--- src/rtl/multdiv_seq_if.sv ---
// EX-stage <-> mult/div sequencer bundle.
// Carries issue intent, HI/LO read select and the sequencer status back.
interface multdiv_seq_if #(
    parameter int WIDTH = 32
);
    logic             start_i;
    logic             op_i;
    logic [WIDTH-1:0] a_i;
    logic [WIDTH-1:0] b_i;
    logic             rd_req_i;
    logic             hl_sel_i;
    logic [WIDTH-1:0] hl_data_o;
    logic             busy_o;
    logic             stall_o;
    logic             done_o;
    logic [WIDTH-1:0] hi_o;
    logic [WIDTH-1:0] lo_o;

    modport master (
        output start_i, op_i, a_i, b_i, rd_req_i, hl_sel_i,
        input  hl_data_o, busy_o, stall_o, done_o, hi_o, lo_o
    );

    modport slave (
        input  start_i, op_i, a_i, b_i, rd_req_i, hl_sel_i,
        output hl_data_o, busy_o, stall_o, done_o, hi_o, lo_o
    );
endinterface

--- src/rtl/multdiv_seq.sv ---
// Iterative signed MULT / restoring DIV sequencer owning HI/LO.
// Works on magnitudes for WIDTH steps, then fixes signs in one cycle.
module multdiv_seq #(
    parameter int WIDTH = 32,
    parameter int CNT_W = 6
) (
    input  logic          clk,
    input  logic          rst,
    multdiv_seq_if.slave  bus
);
    localparam int W2 = 2 * WIDTH;

    typedef enum logic [1:0] {IDLE, CALC, SIGN, DONE} state_e;

    state_e           state_q, state_d;
    logic [CNT_W-1:0] cnt_q, cnt_d;
    logic             op_q, op_d;
    logic             sa_q, sa_d;
    logic             sb_q, sb_d;
    logic [W2-1:0]    acc_q, acc_d;
    logic [WIDTH-1:0] opnd_q, opnd_d;
    logic [WIDTH-1:0] hi_q, hi_d;
    logic [WIDTH-1:0] lo_q, lo_d;
    logic             busy_q, busy_d;
    logic             done_q, done_d;

    logic [WIDTH-1:0] abs_a, abs_b, add_in, quot_s, rem_s;
    logic [WIDTH:0]   add_sum, rem_ext, trial;
    logic [W2-1:0]    prod_s;

    always_comb begin
        abs_a   = bus.a_i[WIDTH-1] ? -bus.a_i : bus.a_i;
        abs_b   = bus.b_i[WIDTH-1] ? -bus.b_i : bus.b_i;
        add_in  = acc_q[0] ? opnd_q : '0;
        add_sum = {1'b0, acc_q[W2-1:WIDTH]} + {1'b0, add_in};
        // Shifted remainder needs one extra bit before the trial subtract
        rem_ext = acc_q[W2-1:WIDTH-1];
        trial   = rem_ext - {1'b0, opnd_q};
        prod_s  = (sa_q ^ sb_q) ? -acc_q : acc_q;
        quot_s  = (sa_q ^ sb_q) ? -acc_q[WIDTH-1:0] : acc_q[WIDTH-1:0];
        rem_s   = sa_q ? -acc_q[W2-1:WIDTH] : acc_q[W2-1:WIDTH];

        state_d = state_q;
        cnt_d   = cnt_q;
        op_d    = op_q;
        sa_d    = sa_q;
        sb_d    = sb_q;
        acc_d   = acc_q;
        opnd_d  = opnd_q;
        hi_d    = hi_q;
        lo_d    = lo_q;

        unique case (state_q)
            IDLE, DONE: begin
                state_d = IDLE;
                if (bus.start_i) begin
                    op_d  = bus.op_i;
                    sa_d  = bus.a_i[WIDTH-1];
                    sb_d  = bus.b_i[WIDTH-1];
                    cnt_d = '0;
                    if (bus.op_i && bus.b_i == '0) begin
                        hi_d    = bus.a_i;
                        lo_d    = '1;
                        state_d = DONE;
                    end else if (bus.op_i) begin
                        acc_d   = {{WIDTH{1'b0}}, abs_a};
                        opnd_d  = abs_b;
                        state_d = CALC;
                    end else begin
                        acc_d   = {{WIDTH{1'b0}}, abs_b};
                        opnd_d  = abs_a;
                        state_d = CALC;
                    end
                end
            end
            CALC: begin
                if (op_q) begin
                    acc_d = trial[WIDTH]
                          ? {rem_ext[WIDTH-1:0], acc_q[WIDTH-2:0], 1'b0}
                          : {trial[WIDTH-1:0], acc_q[WIDTH-2:0], 1'b1};
                end else begin
                    acc_d = {add_sum, acc_q[WIDTH-1:1]};
                end
                cnt_d = cnt_q + CNT_W'(1);
                if (cnt_q == CNT_W'(WIDTH - 1)) state_d = SIGN;
            end
            SIGN: begin
                if (op_q) begin
                    hi_d = rem_s;
                    lo_d = quot_s;
                end else begin
                    {hi_d, lo_d} = prod_s;
                end
                state_d = DONE;
            end
            default: state_d = IDLE;
        endcase

        busy_d = (state_d == CALC) || (state_d == SIGN);
        done_d = (state_d == DONE);
    end

    always_ff @(posedge clk) begin
        if (rst) begin
            state_q <= IDLE;
            cnt_q   <= '0;
            op_q    <= 1'b0;
            sa_q    <= 1'b0;
            sb_q    <= 1'b0;
            acc_q   <= '0;
            opnd_q  <= '0;
            hi_q    <= '0;
            lo_q    <= '0;
            busy_q  <= 1'b0;
            done_q  <= 1'b0;
        end else begin
            state_q <= state_d;
            cnt_q   <= cnt_d;
            op_q    <= op_d;
            sa_q    <= sa_d;
            sb_q    <= sb_d;
            acc_q   <= acc_d;
            opnd_q  <= opnd_d;
            hi_q    <= hi_d;
            lo_q    <= lo_d;
            busy_q  <= busy_d;
            done_q  <= done_d;
        end
    end

    assign bus.busy_o    = busy_q;
    assign bus.done_o    = done_q;
    assign bus.stall_o   = busy_q & (bus.start_i | bus.rd_req_i);
    assign bus.hl_data_o = bus.hl_sel_i ? hi_q : lo_q;
    assign bus.hi_o      = hi_q;
    assign bus.lo_o      = lo_q;
endmodule

--- src/flat_wrapper.sv ---
// flat-port wrapper written by rule: the top's interface ports become plain ports
module multdiv_seq_flat 
#(
    parameter int WIDTH = 32,
    parameter int CNT_W = 6
)
  (clk, rst, bus_start_i, bus_op_i, bus_a_i, bus_b_i, bus_rd_req_i, bus_hl_sel_i, bus_hl_data_o, bus_busy_o, bus_stall_o, bus_done_o, bus_hi_o, bus_lo_o);
  multdiv_seq_if #(.WIDTH(WIDTH)) bus_i ();
  input  logic clk;
  input  logic rst;
  input wire logic [$bits(bus_i.start_i)-1:0] bus_start_i;
  input wire logic [$bits(bus_i.op_i)-1:0] bus_op_i;
  input wire logic [$bits(bus_i.a_i)-1:0] bus_a_i;
  input wire logic [$bits(bus_i.b_i)-1:0] bus_b_i;
  input wire logic [$bits(bus_i.rd_req_i)-1:0] bus_rd_req_i;
  input wire logic [$bits(bus_i.hl_sel_i)-1:0] bus_hl_sel_i;
  output wire logic [$bits(bus_i.hl_data_o)-1:0] bus_hl_data_o;
  output wire logic [$bits(bus_i.busy_o)-1:0] bus_busy_o;
  output wire logic [$bits(bus_i.stall_o)-1:0] bus_stall_o;
  output wire logic [$bits(bus_i.done_o)-1:0] bus_done_o;
  output wire logic [$bits(bus_i.hi_o)-1:0] bus_hi_o;
  output wire logic [$bits(bus_i.lo_o)-1:0] bus_lo_o;
  assign bus_i.start_i = bus_start_i;
  assign bus_i.op_i = bus_op_i;
  assign bus_i.a_i = bus_a_i;
  assign bus_i.b_i = bus_b_i;
  assign bus_i.rd_req_i = bus_rd_req_i;
  assign bus_i.hl_sel_i = bus_hl_sel_i;
  assign bus_hl_data_o = bus_i.hl_data_o;
  assign bus_busy_o = bus_i.busy_o;
  assign bus_stall_o = bus_i.stall_o;
  assign bus_done_o = bus_i.done_o;
  assign bus_hi_o = bus_i.hi_o;
  assign bus_lo_o = bus_i.lo_o;
  multdiv_seq #(.WIDTH(WIDTH), .CNT_W(CNT_W)) u_core (.clk(clk), .rst(rst), .bus(bus_i));
endmodule
--- config.mk ---
export PLATFORM = sky130hd
export DESIGN_NAME = multdiv_seq_flat
export DESIGN_NICKNAME = d
export VERILOG_FILES = /design/src/rtl/multdiv_seq_if.sv /design/src/rtl/multdiv_seq.sv /design/src/flat_wrapper.sv
export SDC_FILE = /design/constraint.sdc
export NUM_CORES = 1
export LEC_CHECK = 0
export BUFFER_PORTS_ARGS = -buffer_cell sky130_fd_sc_hd__buf_4
export CORE_MARGIN = 2
export CORE_UTILIZATION = 55
export DETAILED_ROUTE_END_ITERATION = 10
export PLACE_DENSITY = 0.76
export SLEW_MARGIN = 20
export SYNTH_ARGS = -nofsm -noshare
export SYNTH_HDL_FRONTEND = slang
export SYNTH_SLANG_ARGS = --single-unit
--- constraint.sdc ---
create_clock -name clk -period 8.21 [get_ports clk]
set_input_delay 0.4105 -clock clk [delete_from_list [all_inputs] [get_ports clk]]
set_output_delay 0.4105 -clock clk [all_outputs]
set_load 0.02 [all_outputs]
# Word level (Yosys, flattened, before mapping)
# Index checks and enable logic that the tools add are counted.
# classes
reduce_logical	12
eq_ne	10
n_addsub	8
n_bitwise	4
muxes	28
# op_table
op	count
32-bit 2-to-1 mux	14
64-bit 2-to-1 mux	5
32-bit negation	4
32-bit case mux with 2 select lines	2
64-bit case mux with 2 select lines	1
64-bit negation	1
32-bit by 32-bit adder with 33-bit output	1
33-bit by 32-bit subtractor with 33-bit output	1
32-bit zero test	1
6-bit case mux with 2 select lines	1
3-bit AND reduction	3
2-bit == test (second input constant)	4
6-bit by 1-bit adder with 6-bit output (second input constant)	1
6-bit by 5-bit == test with 1-bit output (second input constant)	1
2-bit 2-to-1 mux	3
6-bit 2-to-1 mux	1
2-bit case mux with 3 select lines	1
2-bit by 1-bit == test with 1-bit output (second input constant)	2
2-bit != test (second input constant)	2
2-bit AND reduction	2
2-bit nonzero test	2
2-bit zero test	1
2-bit by 1-bit != test with 1-bit output (second input constant)	1
2-bit OR reduction	1
6 further kinds	6
# totals
register_bits	173
in_bits	70
output_inout_bits	99
word_cells	73

# Longest topological paths before layout
# Gate-level depths: netlist of the first run.
# depth
depth_word	7
mapped_depth	14
depth_no_buf	13

# Worst setup path after synthesis of the first run
# OpenSTA, ideal clock, no wires.
# synth_path
path_type	reg-to-reg
startpoint	register u_core.acc_q[32]
endpoint	register u_core.acc_q[33]
slack_ns	4.760
period_less_slack_ns	3.450
required_ns	8.115
arrival_time_ns	3.355
path_stages_with_launch	14
setup_ns	0.095
path_buffers	3
cell_sequence	dfxtp_1 -> clkbuf_1 -> inv_1 -> fa_1 -> nand2b_1 -> a21oi_1 -> o2111a_1 -> nor4_1 -> o211a_1 -> xnor2_1 -> buf_2 -> buf_2 -> o211ai_1 -> a221oi_1
# synth_via
elab_chain_len	4
elab_cells_between_ends	5
cone_classes	2 x add/sub; 3 x mux
# synth_rtl
item	line	rtl
start, declared	multdiv_seq.sv:20	logic [W2-1:0] acc_q, acc_d;
start signal, assigned	multdiv_seq.sv:110	acc_q <= '0;
start signal, assigned	multdiv_seq.sv:122	acc_q <= acc_d;
33-bit by 32-bit subtractor with 33-bit output	multdiv_seq.sv:38	trial = rem_ext - {1'b0, opnd_q};
64-bit 2-to-1 mux	multdiv_seq.sv:79	? {rem_ext[WIDTH-1:0], acc_q[WIDTH-2:0], 1'b0}
64-bit 2-to-1 mux (*)	multdiv_seq.sv:77	if (op_q) begin
64-bit case mux with 2 select lines (*)	multdiv_seq.sv:53	unique case (state_q)
# Mark *: on every way between the ends. The rest lies on a longest branch, timed or not.
# A chain may end at the register's enable or synchronous reset.

# Worst setup path in the final report of the first run
# layout_path
startpoint	register u_core.acc_q[0]
endpoint	register u_core.acc_q[60]
# layout_via
elab_chain_len	4
# layout_rtl
item	line	rtl
32-bit 2-to-1 mux	multdiv_seq.sv:34	add_in = acc_q[0] ? opnd_q : '0;
32-bit by 32-bit adder with 33-bit output	multdiv_seq.sv:35	add_sum = {1'b0, acc_q[W2-1:WIDTH]} + {1'b0, add_in};
64-bit 2-to-1 mux	multdiv_seq.sv:77	
64-bit case mux with 2 select lines	multdiv_seq.sv:53	
# Every way passes these cells.

==> results of run 1 <==
-- area by class of cell --
type	instances	area, sq um	share of cell area (%)
multi-input combinational	1686	11000	64.3
timing repair buffer	184	1380	8.08
tap	341	427	2.50
inverter	63	236	1.38
clock buffer	17	425	2.49
clock inverter	15	171	1.00
sequential	173	3460	20.3
antenna	1	2.50	0.0146
-- routing by layer --
layer | vias to the layer above | GRT usage, %
li1 | 7625 | -
met1 | 7615 | 54.9
met2 | 1034 | 56.5
met3 | 123 | 6.98
met4 | 0 | 14.2
met5 | - | 0
-- path summary, 6_finish.rpt --
| path | from | end | slack [ps] | depth (start not counted) |
|---|---|---|---|---|
| worst max-delay path | u_core.acc_q[0] | u_core.acc_q[60] | 4220 | 13 |
| worst min-delay path | bus_a_i[16] | u_core.bus.hi_o[16] | 310 | 3 |
| worst max register to register | u_core.acc_q[0] | u_core.acc_q[60] | 4220 | 13 |
| worst min register to register | u_core.opnd_q[15] | u_core.opnd_q[15] | 450 | 2 |
-- sequential cells by signal, indices dropped and copies added (netlist names) --
register	count
u_core.bus.lo_o	32
u_core.bus.busy_o	1
u_core.sa_q	1
u_core.opnd_q	32
u_core.sb_q	1
u_core.cnt_q	6
u_core.bus.hi_o	32
u_core.bus.done_o	1
u_core.state_q	2
u_core.op_q	1
u_core.acc_q	64
-- power groups by stage --
stage	Clock [mW]	Combinational, mW	Sequential [mW]
floorplan	0	0.479	0.911
global placement	0	0.672	0.937
detailed placement	0	0.678	0.938
CTS	0.835	0.682	0.919
global route	0.870	0.752	0.925
finish	0.836	0.704	0.923
-- tightest hold or removal path, stage by stage --
cell	delay, ps
buf_4	140
nand3_1	70
a31oi_1	80
-- kinds of logic (layout without fill, tap and decap cells) --
logic type | count (synthesis) | count (layout) | share of synthesized area, %
simple gates | 723 | 723 | 22.0
fa+ha+maj | 74 | 74 | 6.21
xor+xnor | 174 | 174 | 10.1
other cells | 0 | 1 | 0
compound gates | 616 | 616 | 26.8
mux | 99 | 99 | 7.03
flops | 173 | 173 | 22.8
buf+inv | 200 | 279 | 5.11
-- per-stage QoR --
stage / utilization (%) / instances / worst slack (ps) / hold slack, ps / cell area (sq um)
4_1_cts: 63.2 / 2479 / 4330 / 297 / 17100
6_report: 63.3 / 2480 / 4220 / 307 / 17100
3_3_place_gp: 61.0 / 2447 / 4130 / 441 / 16500
3_5_place_dp: 61.0 / 2447 / 4030 / 444 / 16500
5_1_grt: 63.2 / 2479 / 4060 / 310 / 17100
2_1_floorplan: - / 2059 / 4760 / 432 / 15200
-- layout by cell type, fill, tap and decap left out, types with 10 or more instances in the layout --
cell       count
a211o_1       12
a211oi_1      88
a21o_1        30
a21oi_1      162
a22oi_1       12
a311oi_1      30
a31oi_1       25
and3_1        10
buf_4        184
clkbuf_16     17
dfxtp_1      172
ha_1          70
inv_1         62
mux2_2        60
mux2i_1       39
nand2_1      184
nand2b_1      20
nand3_1       29
nand4_1       20
nor2_1       286
nor2b_1       26
nor3_1        57
nor4_1        19
o211ai_1      22
o21ai_0      115
o22ai_1       13
o31ai_1       27
o41ai_1       11
or3_1         21
xnor2_1       94
xor2_1        77
==> run metrics, run 1 <==
status=complete, no violations; Period Utilization, post-route=48.6%; peak supply drop=0.120 mV; RSZ-0062 raised after global routing=false; Yosys top cell area share=22.8%; WS Path Type=flop to flop; insertion delay to the later sink of the worst-skew pair=450 ps; CTS tree=built; CP bufs+invs=2; largest net degree at the start of global routing=97; final hold viol count=0; Sw Ratio=37.7%; syn nets=2203; DIE AREA=28900 sq um; total track usage=38.1%; CTS Buffer Depth=2; number of post-CTS setup repair buffers=0; Nets=2269; Slowest-stage cell, CP=a31oi_1; Pwr per Cell Area=144 nW/um^2; combinational share of power=28.6%; num ports=169; post-synthesis cell type count=74; M1 WL=24100 um; clock share of power=33.9%; Critical Path Fanout Max=32; internal power=1.53 mW; CTS Buf Count=17; Clock Root Buffer=clkbuf_16; antenna-violating nets left=0; Total Wirelength=56400 um; Fin Clk Skew=16.2 ps; flops & latches, synth=173; CTS Sinks=173; core outline area=27000 sq um; Initial DRC Count=2143; height of the die=170 um; Routed met3 length=6950 um; Via Count=16.4k; Reg clk slew, reported paths=80 ps; Max Clk Rate=250 MHz; first-pass GRT wire length=84900 um; H-tree depth=4; Post-Syn Area per Cell=7.36 sq um; routability cong.=1.01; vias in the first global route=14.6k; top post-synthesis cells by area=dfxtp_1 (23%), nor2_1 (7.1%), ha_1 (5.9%), xnor2_1 (5.5%), a21oi_1 (5.4%); top cells by count, synth=nor2_1 (288), nand2_1 (184), dfxtp_1 (173); share of post-route cells with drive strength above 1=14.5%; Final Critical Period=3990 ps; Setup crit end kind=flop; Filler cells=2475; worst hold path class=primary input to flop; startpoint types=flop; First-pass DRT Iterations=6; Initial Util=56.1%; Setup Viol. Count Final=0; # DRC=0; count leader, synth=nor2_1; Cells after Synth=2059; CP max stage delay=490 ps; Vias/cell=6.61; initial antenna violation count=1; Layout area overhead=12.8%; die width=170 um; Yosys top cell by area=dfxtp_1; GR Overflow Total=0; family with the most delay on the worst path=compound AO/OA/AOI/OAI gates; TNS Setup=0 ps; number of synthesized flops with an enable pin=0; Max-Cap Viols=0; Least-Margin Pin Slew=1080 ps; WL/cell=22.8 um; Syn. warnings=0; Top Layer Used=met4; quantity of I/O buffers inserted on ports=168; Hold-fix buffers, CTS=0; Seq/Total Area, Yosys=22.8%; FFs w/ async S/R, synth=0%; top_reg_cell synth=dfxtp_1; WL met2=23400 um; most used cell, CP=o21ai_0; crit path DAT=4320 ps; Mapped Area=15200 sq um; PnR Total Power=2.46 mW; sequential power share=37.5%; Switching Power=0.928 mW; FP Rows=60; relative slew slack=28.1%; Critical Path, Cell by Cell=inv_1 > buf_4 > nor2_1 > ha_1 > a211oi_1 > o21ai_0 > o2111ai_1 > o21ai_0 > a31o_2 > a31oi_1 > and2_1 > mux2i_1 > nand3_1; pins over their slew limit=0; Leak=6.87 nW; CP required=8540 ps; post_cts resized=0; Detailed Place HPWL=43600 um
Note: power is estimated with default switching activity, not from simulation.
==> run 2, diff against run 1 <==
- clock period: 8.21 -> 4.16 ns (I/O delays scaled with it)
==> run metrics, run 2 (synthesis results as in run 1) <==
R2R cell count=13; Reg clk slew, reported paths=80 ps; Initial DRC Count=2157; insertion delay to the later sink of the worst-skew pair=450 ps; Switching Power=1.88 mW; most used cell, CP=a21oi_1; share of post-route cells with drive strength above 1=15.7%; Leak=7.07 nW; Multi-input gate area=11000 sq um; clock share of power=35.0%; PnR Total Power=4.95 mW; placed cell areas=16700 sq um; worst hold path class=primary input to flop; Via Count=16.7k; Setup Viol. Count Final=0; n_diodes=0; Final Critical Period=3640 ps; Slowest-stage cell, CP=dfxtp_1; GR Overflow Total=0; Sw Ratio=38.1%; antenna-violating nets left=0; Setup crit end kind=flop; quantity of I/O buffers inserted on ports=168; family with the most delay on the worst path=compound AO/OA/AOI/OAI gates; Critical Path, Cell by Cell=inv_1 > ha_1 > fa_1 > nand2b_1 > a21oi_1 > o2111a_1 > nor4_1 > o211a_1 > xnor2_2 > buf_4 > mux2i_1 > a21oi_1 > a32o_1; Vias/cell=6.65; # DRC=0; Pwr per Cell Area=284 nW/um^2; CP max stage delay=490 ps; first-pass GRT wire length=87900 um; largest net degree at the start of global routing=96; internal power=3.06 mW; num ports=169; Hold-fix buffers, CTS=0; relative slew slack=34.3%; r2r setup slk=520 ps; final hold viol count=0; RSZ-0062 raised after global routing=false; CP bufs+invs=2; Hold Path Sink=u_core.bus.hi_o[16]; post-route insts no fill=2512; height of the die=170 um; CTS tree=built; peak supply drop=0.228 mV; WS Path Type=flop to flop; Placed Cells=2479; Detailed Place HPWL=44100 um; TNS Setup=0 ps; reg-to-reg startpoint=u_core.acc_q[31]; Period Utilization, post-route=87.4%; commonest cells after routing, fill and taps aside=nor2_1 (287), buf_4 (215), nand2_1 (184); CP required=4500 ps; routability cong.=0.991; Total Wirelength=57500 um; number of post-CTS setup repair buffers=0; Nets=2302; die width=170 um; Critical Path Fanout Max=21; Clock Root Buffer=clkbuf_16; startpoint types=flop; RR Endpoint=u_core.acc_q[34]; Setup WS pre-CTS=611 ps; Max Clk Rate=275 MHz; initial antenna violation count=1; CTS Sinks=173; Least-Margin Pin Slew=986 ps; Fin Clk Skew=14.1 ps; Hold Slack=114 ps; First-pass DRT Iterations=6; Min-Delay Path Depth=3; register area=3460 sq um; FP Rows=60; H-tree depth=4; Initial Util=56.1%; hold_sp=bus_a_i[16]; final core occ=64.4%; combinational share of power=28.6%; max FFs per register=64; final setup margin=524 ps; status=complete, no violations; vias in the first global route=15.2k; WL/cell=22.9 um; CTS Buf Count=17; Filler cells=2423; pins over their slew limit=0; core outline area=27000 sq um; most common cell after layout, fill and taps aside=nor2_1; Layout area overhead=14.8%; crit path DAT=3980 ps; total track usage=39.3%; CTS Buffer Depth=2; post_cts resized=0; Biggest register=u_core.acc_q; sequential power share=36.4%; Max-Cap Viols=0; DIE AREA=28900 sq um; final instance area=17400 sq um
-- run 2: final cells by class --
| class | count | share of cell area, % |
|---|---|---|
| Clock buffer | 17 | 2.44 |
| Timing Repair Buffer | 217 | 9.55 |
| Clock inverter | 15 | 1.21 |
| Inverter | 63 | 1.36 |
| Tap cell | 341 | 2.45 |
| Sequential cell | 173 | 19.9 |
| Multi-Input combinational cell | 1686 | 63.1 |
-- run 2: worst max-delay path by stage --
stage                                start                to  slack, ps  depth (start not counted)
after CTS                 u_core.acc_q[31]  u_core.acc_q[38]        620                         13
after global routing      u_core.acc_q[31]  u_core.acc_q[38]        330                         13
after global placement         bus_b_i[14]  u_core.acc_q[42]        750                         10
after detailed placement       bus_b_i[14]  u_core.acc_q[42]        610                         10
final                     u_core.acc_q[31]  u_core.acc_q[34]        520                         13
after floorplan           u_core.acc_q[32]  u_core.acc_q[33]        710                         13
-- run 2: power by group through the flow --
| stage | combinational, mW | sequential (mW) | clock, mW |
|---|---|---|---|
| 6_report | 1.42 | 1.80 | 1.73 |
| 5_1_grt | 1.52 | 1.81 | 1.80 |
| 4_1_cts | 1.37 | 1.79 | 1.73 |
| 3_5_place_dp | 1.36 | 1.83 | 0 |
| 3_3_place_gp | 1.35 | 1.83 | 0 |
| 2_1_floorplan | 0.945 | 1.80 | 0 |
-- run 2: routing by layer --
metal,track usage (%),share of wire (%),vias to the layer above
li1,-,-,7692
met1,54.9,42,7896
met2,57.5,41,946
met3,7.16,11,182
met4,20.7,5.5,0
met5,0,0,-
-- run 2: worst reg2reg max path, delay by kind of cell (launching register included) --
family                   cells  cell delay (ps)
buffers and inverters        2              490
multiplexers                 1              230
AND/OR/NAND/NOR              2              290
flip-flops                   1              490
XOR/XNOR                     1              150
AO/OA/AOI/OAI                5             1240
adder cells (fa/ha/maj)      2              640
